File: src/rtl/controle_pc_pkg.sv
// pacote_processador: shared widths and PC-unit state encodings
package pacote_processador;
  localparam int PC_ADDR_WIDTH = 13;
  localparam int PC_DATA_WIDTH = 32;
  localparam logic [1:0] EST_RUN = 2'd0;
  localparam logic [1:0] EST_HALT = 2'd1;
  localparam logic [1:0] EST_ISR = 2'd2;
endpackage

File: src/rtl/controle_pc_if.sv
// controle_pc_if: control-unit to PC-unit bus (master drives requests, slave is the PC unit)
interface controle_pc_if
  import pacote_processador::*;
#(
  parameter int ADDR_WIDTH = PC_ADDR_WIDTH,
  parameter int DATA_WIDTH = PC_DATA_WIDTH
);
  logic                  stall;
  logic                  halt;
  logic                  resume;
  logic                  branch_taken;
  logic [ADDR_WIDTH-1:0] branch_target;
  logic                  jump;
  logic [ADDR_WIDTH-1:0] jump_addr;
  logic                  jalr;
  logic                  j_reg;
  logic [DATA_WIDTH-1:0] dado1;
  logic                  irq;
  logic                  reti;
  logic [ADDR_WIDTH-1:0] pc;
  logic [ADDR_WIDTH-1:0] pc_link;
  logic [ADDR_WIDTH-1:0] epc;
  logic [1:0]            estado;
  logic                  irq_ack;
  modport master (
    output stall, halt, resume, branch_taken, branch_target, jump, jump_addr,
           jalr, j_reg, dado1, irq, reti,
    input  pc, pc_link, epc, estado, irq_ack
  );
  modport slave (
    input  stall, halt, resume, branch_taken, branch_target, jump, jump_addr,
           jalr, j_reg, dado1, irq, reti,
    output pc, pc_link, epc, estado, irq_ack
  );
endinterface

File: src/rtl/controle_pc_seletor_destino.sv
// seletor_destino: priority mux for the sequential next PC (register jump > jump > branch > pc+1)
module seletor_destino
  import pacote_processador::*;
#(
  parameter int ADDR_WIDTH = PC_ADDR_WIDTH,
  parameter int DATA_WIDTH = PC_DATA_WIDTH
) (
  input  logic [ADDR_WIDTH-1:0] pc,
  input  logic                  jalr,
  input  logic                  j_reg,
  input  logic [DATA_WIDTH-1:0] dado1,
  input  logic                  jump,
  input  logic [ADDR_WIDTH-1:0] jump_addr,
  input  logic                  branch_taken,
  input  logic [ADDR_WIDTH-1:0] branch_target,
  output logic [ADDR_WIDTH-1:0] next_seq
);
  logic unused_dado1;
  assign unused_dado1 = ^dado1[DATA_WIDTH-1:ADDR_WIDTH];
  // register jumps keep only the address bits of the operand
  always_comb
    next_seq = (jalr | j_reg) ? dado1[ADDR_WIDTH-1:0] :
               jump           ? jump_addr :
               branch_taken   ? branch_target :
                                pc + ADDR_WIDTH'(1);
endmodule

File: src/rtl/controle_pc.sv
// controle_pc: program counter with branch/jump selection, halt/resume and single-level interrupts
module controle_pc
  import pacote_processador::*;
#(
  parameter int ADDR_WIDTH = PC_ADDR_WIDTH,
  parameter int DATA_WIDTH = PC_DATA_WIDTH,
  parameter logic [ADDR_WIDTH-1:0] RESET_ADDR = '0,
  parameter logic [ADDR_WIDTH-1:0] IRQ_VECTOR = 'h10
) (
  input logic         clock,
  input logic         reset,
  controle_pc_if.slave bus
);
  logic [ADDR_WIDTH-1:0] pc, pc_d, epc, epc_d, pc_inc, next_seq;
  logic [1:0]            estado, estado_d;
  logic                  irq_ack, ack_d;
  assign pc_inc = pc + ADDR_WIDTH'(1);
  assign bus.pc = pc;
  assign bus.pc_link = pc_inc;
  assign bus.epc = epc;
  assign bus.estado = estado;
  assign bus.irq_ack = irq_ack;
  seletor_destino #(.ADDR_WIDTH(ADDR_WIDTH), .DATA_WIDTH(DATA_WIDTH)) u_sel (
    .pc(pc),
    .jalr(bus.jalr),
    .j_reg(bus.j_reg),
    .dado1(bus.dado1),
    .jump(bus.jump),
    .jump_addr(bus.jump_addr),
    .branch_taken(bus.branch_taken),
    .branch_target(bus.branch_target),
    .next_seq(next_seq)
  );
  // state and datapath registers; reset wins over stall and every state
  always_ff @(posedge clock) begin
    if (reset) begin
      pc <= RESET_ADDR;
      epc <= '0;
      estado <= EST_RUN;
      irq_ack <= 1'b0;
    end else begin
      pc <= pc_d;
      epc <= epc_d;
      estado <= estado_d;
      irq_ack <= ack_d;
    end
  end
  // next state: irq beats halt in RUN, wakes HALT, and is masked inside ISR
  always_comb begin
    estado_d = estado;
    if (!bus.stall)
      case (estado)
        EST_RUN:  estado_d = bus.irq ? EST_ISR : bus.halt ? EST_HALT : EST_RUN;
        EST_HALT: estado_d = bus.irq ? EST_ISR : bus.resume ? EST_RUN : EST_HALT;
        EST_ISR:  estado_d = bus.reti ? EST_RUN : EST_ISR;
        default:  estado_d = EST_RUN;
      endcase
  end
  // pc/epc/ack updates; the illegal encoding holds pc while recovering to RUN
  always_comb begin
    pc_d = pc;
    epc_d = epc;
    ack_d = 1'b0;
    if (!bus.stall)
      case (estado)
        EST_RUN: begin
          pc_d = bus.irq ? IRQ_VECTOR : bus.halt ? pc : next_seq;
          epc_d = bus.irq ? next_seq : epc;
          ack_d = bus.irq;
        end
        EST_HALT: begin
          pc_d = bus.irq ? IRQ_VECTOR : bus.resume ? pc_inc : pc;
          epc_d = bus.irq ? pc_inc : epc;
          ack_d = bus.irq;
        end
        EST_ISR: pc_d = bus.reti ? epc : next_seq;
        default: pc_d = pc;
      endcase
  end
endmodule
File: src/flat_wrapper.sv
// flat-port wrapper written by rule: the top's interface ports become plain ports
module controle_pc_flat import pacote_processador::*;
#(
  parameter int ADDR_WIDTH = PC_ADDR_WIDTH,
  parameter int DATA_WIDTH = PC_DATA_WIDTH,
  parameter logic [ADDR_WIDTH-1:0] RESET_ADDR = '0,
  parameter logic [ADDR_WIDTH-1:0] IRQ_VECTOR = 'h10
)
  (clock, reset, bus_stall, bus_halt, bus_resume, bus_branch_taken, bus_branch_target, bus_jump, bus_jump_addr, bus_jalr, bus_j_reg, bus_dado1, bus_irq, bus_reti, bus_pc, bus_pc_link, bus_epc, bus_estado, bus_irq_ack);
  controle_pc_if #(.ADDR_WIDTH(ADDR_WIDTH), .DATA_WIDTH(DATA_WIDTH)) bus_i ();
  input logic clock;
  input logic reset;
  input wire logic [$bits(bus_i.stall)-1:0] bus_stall;
  input wire logic [$bits(bus_i.halt)-1:0] bus_halt;
  input wire logic [$bits(bus_i.resume)-1:0] bus_resume;
  input wire logic [$bits(bus_i.branch_taken)-1:0] bus_branch_taken;
  input wire logic [$bits(bus_i.branch_target)-1:0] bus_branch_target;
  input wire logic [$bits(bus_i.jump)-1:0] bus_jump;
  input wire logic [$bits(bus_i.jump_addr)-1:0] bus_jump_addr;
  input wire logic [$bits(bus_i.jalr)-1:0] bus_jalr;
  input wire logic [$bits(bus_i.j_reg)-1:0] bus_j_reg;
  input wire logic [$bits(bus_i.dado1)-1:0] bus_dado1;
  input wire logic [$bits(bus_i.irq)-1:0] bus_irq;
  input wire logic [$bits(bus_i.reti)-1:0] bus_reti;
  output wire logic [$bits(bus_i.pc)-1:0] bus_pc;
  output wire logic [$bits(bus_i.pc_link)-1:0] bus_pc_link;
  output wire logic [$bits(bus_i.epc)-1:0] bus_epc;
  output wire logic [$bits(bus_i.estado)-1:0] bus_estado;
  output wire logic [$bits(bus_i.irq_ack)-1:0] bus_irq_ack;
  assign bus_i.stall = bus_stall;
  assign bus_i.halt = bus_halt;
  assign bus_i.resume = bus_resume;
  assign bus_i.branch_taken = bus_branch_taken;
  assign bus_i.branch_target = bus_branch_target;
  assign bus_i.jump = bus_jump;
  assign bus_i.jump_addr = bus_jump_addr;
  assign bus_i.jalr = bus_jalr;
  assign bus_i.j_reg = bus_j_reg;
  assign bus_i.dado1 = bus_dado1;
  assign bus_i.irq = bus_irq;
  assign bus_i.reti = bus_reti;
  assign bus_pc = bus_i.pc;
  assign bus_pc_link = bus_i.pc_link;
  assign bus_epc = bus_i.epc;
  assign bus_estado = bus_i.estado;
  assign bus_irq_ack = bus_i.irq_ack;
  controle_pc #(.ADDR_WIDTH(ADDR_WIDTH), .DATA_WIDTH(DATA_WIDTH), .RESET_ADDR(RESET_ADDR), .IRQ_VECTOR(IRQ_VECTOR)) u_core (.clock(clock), .reset(reset), .bus(bus_i));
endmodule
File: config.mk
export PLATFORM = sky130hd
export DESIGN_NAME = controle_pc_flat
export DESIGN_NICKNAME = d
export VERILOG_FILES = /design/src/rtl/controle_pc_pkg.sv /design/src/rtl/controle_pc_if.sv /design/src/rtl/controle_pc_seletor_destino.sv /design/src/rtl/controle_pc.sv /design/src/flat_wrapper.sv
export SDC_FILE = /design/constraint.sdc
export NUM_CORES = 1
export LEC_CHECK = 0
export CAP_MARGIN = 20
export CORE_ASPECT_RATIO = 2
export CORE_UTILIZATION = 29
export DETAILED_ROUTE_END_ITERATION = 8
export HOLD_SLACK_MARGIN = 0.1
export SKIP_CTS_REPAIR_TIMING = 1
export SYNTH_ARGS = -nofsm -noshare
export SYNTH_HDL_FRONTEND = slang
export SYNTH_HIERARCHICAL = 1
export SYNTH_SLANG_ARGS = --single-unit
File: constraint.sdc
create_clock -name clock -period 2.8 [get_ports clock]
set_clock_uncertainty 0.15 [all_clocks]
set_input_delay 0.28 -clock clock [delete_from_list [all_inputs] [get_ports clock]]
set_output_delay 0.28 -clock clock [all_outputs]
set_load 0.02 [all_outputs]
# Yosys cells after proc, flatten, opt, wreduce, memory -nomap -nowiden
# Index checks and enable logic that the tools add are counted.
[classes]
add_sub_neg = 1
n_eq_ne = 6
n_mux = 18
bitwise_logic = 3
n_reduce_logical = 7
[op_table]
columns = ["op", "n"]
rows = [
  ["$mux W13", 10],
  ["$pmux W13 S3", 1],
  ["$pmux W13 S2", 1],
  ["$add A13 B1 Y13 const B", 1],
  ["$reduce_and A4 Y1", 2],
  ["$mux W2", 3],
  ["$ne A3 B3 Y1 const B", 2],
  ["$pmux W2 S3", 1],
  ["$ne A2 B2 Y1 const B", 2],
  ["$reduce_bool A3 Y1", 1],
  ["$reduce_or A3 Y1", 1],
  ["$eq A2 B1 Y1 const B", 1],
  ["$eq A2 B2 Y1 const B", 1],
  ["$logic_not A2 Y1", 1],
  ["$mux W1", 2],
  ["$not A1 Y1", 2],
  ["$reduce_bool A2 Y1", 1],
  ["$reduce_or A2 Y1", 1],
  ["$or A1 B1 Y1", 1],
]
[totals]
register_bits = 29
inputBits = 69

# Depth between registers and ports, before layout
# Gate-level depths: netlist of the first run.
[logic_depth]
ltp_word = 7
mapped_depth = 10

# Cells and area by module
# Netlist of the first run, hierarchy kept.
[modules_own_cells]
columns = ["module", "instances", "cells_each", "area_per_inst_um2", "seq_area_each_um2"]
rows = [
  ["controle_pc", 1, 248, 1956.9, 580.6],
  ["seletor_destino", 1, 101, 653.1, 0.0],
]

# Least setup slack after synthesis of the first run
# OpenSTA, ideal clock, no wires.
[synth_timing]
path_kind = "register to register"
start = "reg u_core.pc[4], in the netlist u_core/bus.pc[4]"
end = "reg u_core.pc[12], in the netlist u_core/bus.pc[12]"
arrival_time_ns = 2.120
required_ns = 2.510
path_slack_ns = 0.390
stages_incl_launch_ff = 8
n_path_buf = 0
period_less_slack_ns = 2.410
path_cell_list = "dfxtp_1 -> nand4_4 -> nor4_4 -> xnor2_1 -> a221oi_2 -> mux2_2 -> a221oi_1 -> a221oi_2"
[synth_via]
elab_chain_cells = 7
word_cells_on_any_way = 10
cone_classes = "1 x add/sub; 9 x mux"
[synth_lines]
columns = ["element", "line_no", "source"]
rows = [
  ["start, declared", "controle_pc.sv:14", "logic [ADDR_WIDTH-1:0] pc, pc_d, epc, epc_d, pc_inc, next_seq;"],
  ["start signal, assigned", "controle_pc.sv:42", "pc <= pc_d;"],
  ["$add A13 B1 Y13 *", "controle_pc_seletor_destino.sv:25", "pc + ADDR_WIDTH'(1);"],
  ["$mux W13 *", "controle_pc_seletor_destino.sv:24", "branch_taken ? branch_target :"],
  ["$mux W13 *", "controle_pc_seletor_destino.sv:23", "jump ? jump_addr :"],
  ["$mux W13 *", "controle_pc_seletor_destino.sv:22", "next_seq = (jalr | j_reg) ? dado1[ADDR_WIDTH-1:0] :"],
  ["via u_core.next_seq[12]", "controle_pc.sv:14", ""],
  ["$mux W13 (2 in a row)", "controle_pc.sv:67", "pc_d = bus.irq ? IRQ_VECTOR : bus.halt ? pc : next_seq;"],
  ["$pmux W13 S3 *", "controle_pc.sv:65", "case (estado)"],
]
# Mark *: on every way through the listed nets, which the timed path passes. The rest lies on a longest branch. The select of a mux whose other input is x is not followed.
# A chain may end at the register's enable or synchronous reset.

# Final worst setup path of the first run
[layout_timing]
start = "reg u_core.pc[1], in the netlist u_core/bus.pc[1]"
end = "out bus_pc_link[9]"
[layout_via]
elab_chain_cells = 1
[layout_lines]
columns = ["element", "line_no", "source"]
rows = [
  ["$add A13 B1 Y13", "controle_pc.sv:17", "assign pc_inc = pc + ADDR_WIDTH'(1);"],
  ["end, declared", "flat_wrapper.sv:26", "output wire logic [$bits(bus_i.pc_link)-1:0] bus_pc_link;"],
]
# Every way passes these cells.

==> impl_metrics.prom, run 1 <==
# TYPE chip_impl_metric gauge
chip_impl_info{name="status",value="completed"} 1
chip_impl_metric{name="number_of_nets_produced_by_synthesis",unit=""} 424
chip_impl_metric{name="diodes",unit=""} 0
chip_impl_metric{name="power.leakage",unit="nW"} 1.52
chip_impl_metric{name="global_route_wire_length_before_repair",unit="um"} 14400
chip_impl_metric{name="design.die.area",unit="um2"} 9410
chip_impl_metric{name="max_cap_violations",unit=""} 0
chip_impl_metric{name="first_global_vias",unit=""} 2876
chip_impl_metric{name="antenna_found_initial",unit=""} 0
chip_impl_metric{name="slew_headroom",unit="%"} 50.6
chip_impl_info{name="regToRegEndpoint",value="u_core/bus.pc[4]"} 1
chip_impl_metric{name="reg2reg_depth",unit=""} 11
chip_impl_metric{name="p_total",unit="mW"} 1.55
chip_impl_metric{name="drc_errors",unit=""} 0
chip_impl_metric{name="area_of_the_core_region",unit="um2"} 8710
chip_impl_metric{name="drtIter0Drc",unit=""} 154
chip_impl_info{name="crit-reg2reg-launch",value="u_core/bus.pc[1]"} 1
chip_impl_metric{name="fin_crit_sh",unit="%"} 96.3
chip_impl_metric{name="die_height",unit="um"} 136
chip_impl_metric{name="mappedNetlistArea",unit="um2"} 2610
chip_impl_info{name="synth_area_leaders",value="sky130_fd_sc_hd__dfxtp_1 22%, sky130_fd_sc_hd__nand2_1 6.2%, sky130_fd_sc_hd__nor2_1 6.0%"} 1
chip_impl_info{name="startpoint_type",value="flop"} 1
chip_impl_metric{name="synthesis.area_per_instance",unit="um2"} 7.48
chip_impl_metric{name="total_number_of_clock_tree_sinks",unit=""} 29
chip_impl_metric{name="worst_slew_pin_slew",unit="ns"} 0.739
chip_impl_metric{name="yosysWarningCount",unit=""} 6
chip_impl_metric{name="fillerInstances",unit=""} 894
chip_impl_metric{name="ir_worst_vdd",unit="mV"} 0.303
chip_impl_metric{name="maxClockFrequency",unit="MHz"} 371
chip_impl_metric{name="detailedRoute.firstPassIterationCount",unit=""} 5
chip_impl_metric{name="reg2reg_setup_slack",unit="ns"} 0.25
chip_impl_metric{name="synth_top_cell_area_share",unit="%"} 22.2
chip_impl_info{name="grt_setup_unrepaired",value="no"} 1
chip_impl_metric{name="nets",unit=""} 531
chip_impl_metric{name="synth_seq_area_share",unit="%"} 22.2
chip_impl_metric{name="drive_gt1_share",unit="%"} 16.0
chip_impl_metric{name="dp_slack",unit="ns"} 0.137
chip_impl_info{name="endpoint_kind",value="output pin"} 1
chip_impl_metric{name="antenna_viol_nets_final",unit=""} 0
chip_impl_info{name="timing.setup.critical_path_class",value="reg -> out"} 1
chip_impl_metric{name="cts-htree-levels",unit=""} 2
chip_impl_metric{name="drt-vias-per-instance",unit=""} 5.32
chip_impl_info{name="synth_area_leader_cell",value="sky130_fd_sc_hd__dfxtp_1"} 1
chip_impl_info{name="cts_root_buffer",value="sky130_fd_sc_hd__clkbuf_16"} 1
chip_impl_metric{name="placement_rows",unit=""} 48
chip_impl_metric{name="setup_viol_count_final",unit=""} 0
chip_impl_metric{name="place.detailed.hpwl",unit="um"} 7350
chip_impl_metric{name="final.hold.worst_slack",unit="ns"} 0.316
chip_impl_metric{name="powerDensity",unit="nW/um2"} 391
chip_impl_metric{name="globalplace.congestion",unit=""} 0.867
chip_impl_info{name="hp-class",value="reg -> reg"} 1
chip_impl_info{name="startpoint",value="u_core/bus.pc[1]"} 1
chip_impl_metric{name="num_vias",unit=""} 2965
chip_impl_metric{name="grt.overflow.total",unit=""} 0
chip_impl_info{name="tritoncts",value="built"} 1
chip_impl_metric{name="dp_cells",unit=""} 548
chip_impl_metric{name="setup_tns",unit="ns"} 0
chip_impl_metric{name="critPathMaxFanout",unit=""} 4
chip_impl_metric{name="placement.io_buffers",unit=""} 91
chip_impl_metric{name="netlist_instances",unit=""} 349
chip_impl_metric{name="grt_max_degree",unit=""} 20
chip_impl_metric{name="least_setup_slack_across_all_paths_after_layout",unit="ns"} 0.104
chip_impl_metric{name="worstPathRequired",unit="ns"} 2.37
chip_impl_metric{name="final-max-slew-violation-count",unit=""} 0
chip_impl_metric{name="fp.dieW",unit="um"} 69.1
chip_impl_metric{name="insertion_delay",unit="ns"} 0.28
chip_impl_metric{name="yosys_register_bits",unit=""} 29
chip_impl_info{name="worstSetupEndpoint",value="bus_pc_link[9]"} 1
chip_impl_metric{name="floorplan.io_pins",unit=""} 111
chip_impl_metric{name="floorplan.initialDensity",unit="%"} 30.0
chip_impl_metric{name="track_usage",unit="%"} 19.3
chip_impl_metric{name="cts_inserted_buffers",unit=""} 5
chip_impl_metric{name="clkTransAtPathRegs",unit="ns"} 0.05
chip_impl_metric{name="finalHoldViolCount",unit=""} 0
chip_impl_metric{name="areaGrowthSynthToFinish",unit="%"} 51.7
chip_impl_metric{name="clock_tree.buffer_depth",unit=""} 2
chip_impl_metric{name="route.detailed.wl_per_inst",unit="um"} 16.3
chip_impl_metric{name="timing.final.crit_period",unit="ns"} 2.70
chip_impl_metric{name="stdcell_count",unit=""} 557
chip_impl_metric{name="routed_wirelength",unit="um"} 9080
chip_impl_metric{name="data_arrival_time_of_the_critical_path",unit="ns"} 2.27
chip_impl_metric{name="netlist-cell-type-count",unit=""} 46
-- cell usage after synthesis (all sizes together) --
master    n
nor2     42
o2bb2ai   1
a222oi    4
o22a      1
or3       3
mux2i    12
clkinv    1
a2111oi   1
ha        6
o31ai     1
o311ai    1
dfxtp    29
buf       8
nor2b     9
nor3     12
a221oi   18
a211oi    4
inv      10
nand2b    5
a22oi     2
nand4     5
o21a      3
nand3    10
mux2      7
nand2    43
clkbuf   14
nor4      3
or2       6
and3      5
o211ai    6
o21ai    24
xnor2    10
o32ai     2
o22ai     5
xor2     11
o221ai    1
a21oi    24
-- critical path, cell delays in order, from the launching register on --
cell and delay, ns:
sky130_fd_sc_hd__dfxtp_1 0.38, sky130_fd_sc_hd__buf_4 0.15, sky130_fd_sc_hd__nand4_1 0.08, sky130_fd_sc_hd__buf_4 0.18, sky130_fd_sc_hd__nor3_2 0.24, sky130_fd_sc_hd__xor2_1 0.29
sky130_fd_sc_hd__clkdlybuf4s50_1 0.66
-- state kept, by name, indices dropped and copies added (netlist names) --
name / cells
u_core/bus.epc: 13
u_core/bus.pc: 13
u_core/bus.estado: 2
u_core/bus.irq_ack: 1
-- power breakdown --
part / leakage (nW) / switching (mW) / internal (mW)
sequential: 0.237 / 0.0270 / 0.439
clock: 0.0799 / 0.189 / 0.375
combinational: 1.20 / 0.265 / 0.253
total: 1.52 / 0.481 / 1.07
-- how the worst min path moves through the flow --
| stage | end | slack [ns] | from | depth (start not counted) |
|---|---|---|---|---|
| 2_1_floorplan | u_core/bus.estado[1] | 0.29 | bus_stall | 2 |
| 3_3_place_gp | u_core/bus.epc[8] | 0.31 | u_core/bus.epc[8] | 2 |
| 3_5_place_dp | u_core/bus.epc[12] | 0.31 | u_core/bus.epc[12] | 2 |
| 4_1_cts | u_core/bus.epc[12] | 0.32 | u_core/bus.epc[12] | 2 |
| 5_1_grt | u_core/bus.epc[12] | 0.35 | u_core/bus.epc[12] | 2 |
| 6_report | u_core/bus.epc[12] | 0.32 | u_core/bus.epc[12] | 2 |
-- metal layers --
| metal | share of wire [%] | global-route usage [%] | vias to the layer above |
|---|---|---|---|
| met3 | 4.5 | 1.85 | 12 |
| met2 | 56 | 38.6 | 101 |
| met1 | 37 | 19.5 | 1369 |
| met4 | 2.3 | 9.07 | 0 |
| li1 | - | - | 1483 |
| met5 | 0 | 0 | - |
-- stage by stage --
step / cell area, um2 / util, %
CTS: 3940 / 45.2
floorplan: 2610 / -
global placement: 3780 / 43.4
detailed placement: 3780 / 43.4
global route: 3960 / 45.5
finish: 3960 / 45.5
-- cell usage in the layout (no fill, tap or decap), drive strengths merged, types with 6 or more instances in the layout --
cell	synthesis	routed
clkbuf	14	7
nand2	43	43
o211ai	6	6
mux2i	12	12
nor2	42	42
a221oi	18	18
buf	8	31
xnor2	10	10
nor3	12	12
xor2	11	11
dfxtp	29	29
a21oi	24	24
ha	6	6
inv	10	10
clkdlybuf4s50	0	88
or2	6	6
mux2	7	7
nand3	10	10
o21ai	24	24
nor2b	9	9
-- cells by family after synthesis --
family,after synthesis,share of synthesized area (%)
AND/OR/NAND/NOR,143,27.9
buffers and inverters,33,5.13
AO/OA/AOI/OAI,98,26.3
multiplexers,19,7.62
XOR/XNOR,21,7.91
adder cells (fa/ha/maj),6,2.88
flip-flops,29,22.2
-- area by class of cell --
type,count,area (um2),share of cell area [%]
timing repair buffer,122,1150,29.1
clock inverter,1,5.00,0.126
inverter,11,41.3,1.04
clock buffer,7,153,3.86
multi-input combinational,287,1900,48.1
sequential,29,581,14.7
tap,100,125,3.16
Note: power is estimated with default switching activity, not from simulation.
==> run 2: changes to the inputs <==
--- a/config.mk
+++ b/config.mk
@@ -9,6 +9,7 @@
 export CORE_ASPECT_RATIO = 2
 export CORE_UTILIZATION = 29
 export DETAILED_ROUTE_END_ITERATION = 8
+export GPL_TIMING_DRIVEN = 0
 export HOLD_SLACK_MARGIN = 0.1
 export SKIP_CTS_REPAIR_TIMING = 1
 export SYNTH_ARGS = -nofsm -noshare
==> impl_metrics.prom, run 2 (synthesized netlist as in run 1, its figures left out) <==
# TYPE chip_impl_metric gauge
chip_impl_metric{name="worstPathRequired",unit="ns"} 2.37
chip_impl_metric{name="setup_tns",unit="ns"} 0
chip_impl_metric{name="total_number_of_clock_tree_sinks",unit=""} 29
chip_impl_metric{name="dp_cells",unit=""} 539
chip_impl_metric{name="timing.final.crit_period",unit="ns"} 2.71
chip_impl_info{name="hp-class",value="reg -> reg"} 1
chip_impl_metric{name="num_vias",unit=""} 2914
chip_impl_metric{name="maxClockFrequency",unit="MHz"} 369
chip_impl_metric{name="floorplan.initialDensity",unit="%"} 30.0
chip_impl_info{name="startpoint",value="u_core/bus.pc[3]"} 1
chip_impl_metric{name="worst_slew_pin_slew",unit="ns"} 0.709
chip_impl_info{name="final_common_cell",value="sky130_fd_sc_hd__clkdlybuf4s50_1"} 1
chip_impl_metric{name="die_height",unit="um"} 136
chip_impl_info{name="grt_setup_unrepaired",value="no"} 1
chip_impl_info{name="reg_top3",value="u_core/bus.epc x13, u_core/bus.pc x13, u_core/bus.estado x2"} 1
chip_impl_info{name="timing.setup.critical_path_class",value="reg -> out"} 1
chip_impl_metric{name="finalHoldViolCount",unit=""} 0
chip_impl_metric{name="global_route_wire_length_before_repair",unit="um"} 15200
chip_impl_metric{name="clock_tree.buffer_depth",unit=""} 2
chip_impl_metric{name="drive_gt1_share",unit="%"} 12.3
chip_impl_metric{name="data_arrival_time_of_the_critical_path",unit="ns"} 2.28
chip_impl_info{name="tritoncts",value="built"} 1
chip_impl_metric{name="drtIter0Drc",unit=""} 145
chip_impl_metric{name="reg2reg_setup_slack",unit="ns"} 0.29
chip_impl_metric{name="track_usage",unit="%"} 20.6
chip_impl_metric{name="route.detailed.wl_per_inst",unit="um"} 17.3
chip_impl_metric{name="antenna_viol_nets_final",unit=""} 0
chip_impl_metric{name="placement_rows",unit=""} 48
chip_impl_metric{name="fin_crit_sh",unit="%"} 96.7
chip_impl_info{name="layout_common_cells",value="86 x sky130_fd_sc_hd__clkdlybuf4s50_1, 43 x sky130_fd_sc_hd__nand2_1, 42 x sky130_fd_sc_hd__nor2_1"} 1
chip_impl_metric{name="globalplace.congestion",unit=""} 0.890
chip_impl_metric{name="routed_wirelength",unit="um"} 9440
chip_impl_metric{name="drc_errors",unit=""} 0
chip_impl_metric{name="setup_viol_count_final",unit=""} 0
chip_impl_metric{name="areaGrowthSynthToFinish",unit="%"} 45.7
chip_impl_metric{name="area_of_the_core_region",unit="um2"} 8710
chip_impl_metric{name="stdcell_count",unit=""} 546
chip_impl_metric{name="slew_headroom",unit="%"} 52.4
chip_impl_metric{name="insertion_delay",unit="ns"} 0.28
chip_impl_metric{name="design.die.area",unit="um2"} 9410
chip_impl_info{name="crit-reg2reg-launch",value="u_core/bus.pc[1]"} 1
chip_impl_metric{name="reg2reg_depth",unit=""} 8
chip_impl_metric{name="final.hold.worst_slack",unit="ns"} 0.328
chip_impl_metric{name="place.detailed.hpwl",unit="um"} 7740
chip_impl_metric{name="fp.dieW",unit="um"} 69.1
chip_impl_metric{name="max_cap_violations",unit=""} 0
chip_impl_metric{name="antenna_found_initial",unit=""} 0
chip_impl_metric{name="first_global_vias",unit=""} 2947
chip_impl_metric{name="fillerInstances",unit=""} 896
chip_impl_metric{name="powerDensity",unit="nW/um2"} 391
chip_impl_metric{name="register_area",unit="um2"} 587
chip_impl_metric{name="nets",unit=""} 521
chip_impl_metric{name="floorplan.io_pins",unit=""} 111
chip_impl_info{name="startpoint_type",value="flop"} 1
chip_impl_metric{name="clkTransAtPathRegs",unit="ns"} 0.05
chip_impl_metric{name="critPathMaxFanout",unit=""} 11
chip_impl_metric{name="multiInputGateArea",unit="um2"} 1900
chip_impl_info{name="regToRegEndpoint",value="u_core/bus.pc[12]"} 1
chip_impl_metric{name="cts-htree-levels",unit=""} 2
chip_impl_metric{name="ir_worst_vdd",unit="mV"} 0.323
chip_impl_metric{name="final_util",unit="%"} 43.7
chip_impl_metric{name="p_total",unit="mW"} 1.49
chip_impl_metric{name="detailedRoute.firstPassIterationCount",unit=""} 4
chip_impl_metric{name="placement.io_buffers",unit=""} 90
chip_impl_metric{name="drt-vias-per-instance",unit=""} 5.34
chip_impl_info{name="worstSetupEndpoint",value="bus_pc_link[9]"} 1
chip_impl_metric{name="power.leakage",unit="nW"} 1.43
chip_impl_metric{name="grt_max_degree",unit=""} 13
chip_impl_info{name="status",value="completed"} 1
chip_impl_info{name="endpoint_kind",value="output pin"} 1
chip_impl_info{name="cts_root_buffer",value="sky130_fd_sc_hd__clkbuf_16"} 1
chip_impl_metric{name="final-max-slew-violation-count",unit=""} 0
chip_impl_metric{name="diodes",unit=""} 0
chip_impl_metric{name="grt.overflow.total",unit=""} 0
chip_impl_metric{name="cts_inserted_buffers",unit=""} 5
-- run 2: layer usage --
layer	track usage [%]	vias up	wire [um]
li1	-	1462	-
met1	20.0	1361	3470
met2	41.5	77	5370
met3	2.82	14	365
met4	9.30	0	231
met5	0	-	0
-- run 2: area by class of cell --
cell class	count	share of cell area (%)
multi-input cells	287	50.0
repair buffers	90	23.9
plain buffers	22	2.50
inverters	11	1.09
flip-flops and latches	29	15.4
well taps	100	3.29
clock buffers	7	3.75
-- run 2: worst min path at each step --
stage / from / endpoint / cells after the start
global route: u_core/bus.epc[9] / u_core/bus.epc[9] / 2
finish: u_core/bus.epc[9] / u_core/bus.epc[9] / 2
global placement: u_core/bus.epc[4] / u_core/bus.epc[4] / 2
detailed placement: u_core/bus.epc[7] / u_core/bus.epc[7] / 2
floorplan: bus_stall / u_core/bus.estado[1] / 2
CTS: u_core/bus.epc[9] / u_core/bus.epc[9] / 2
-- run 2: through the flow --
stage	instance area, um2	setup WS (ns)
finish	3800	0.0926
global route	3800	0.00875
CTS	3780	-0.278
detailed placement	3640	-0.228
global placement	3640	-0.189
floorplan	2610	0.390
-- run 2: worst max-delay path, stage by stage, from the launching register on --
cell and delay [ns]:
sky130_fd_sc_hd__dfxtp_2 0.47, sky130_fd_sc_hd__nand4_1 0.25, sky130_fd_sc_hd__nor3_2 0.28, sky130_fd_sc_hd__xor2_1 0.32, sky130_fd_sc_hd__clkdlybuf4s50_1 0.67
-- run 2: report_power, final --
group / internal (mW) / switching (mW)
clock network: 0.347 / 0.174
registers: 0.440 / 0.0444
logic: 0.230 / 0.253
==> run 3: changes to the inputs <==
--- a/config.mk
+++ b/config.mk
@@ -12,6 +12,7 @@
 export GPL_TIMING_DRIVEN = 0
 export HOLD_SLACK_MARGIN = 0.1
 export SKIP_CTS_REPAIR_TIMING = 1
+export SKIP_LAST_GASP = 1
 export SYNTH_ARGS = -nofsm -noshare
 export SYNTH_HDL_FRONTEND = slang
 export SYNTH_HIERARCHICAL = 1
==> results of run 3 <==
Same layout as run 2: the final DEF is identical, and so are final timing and power.
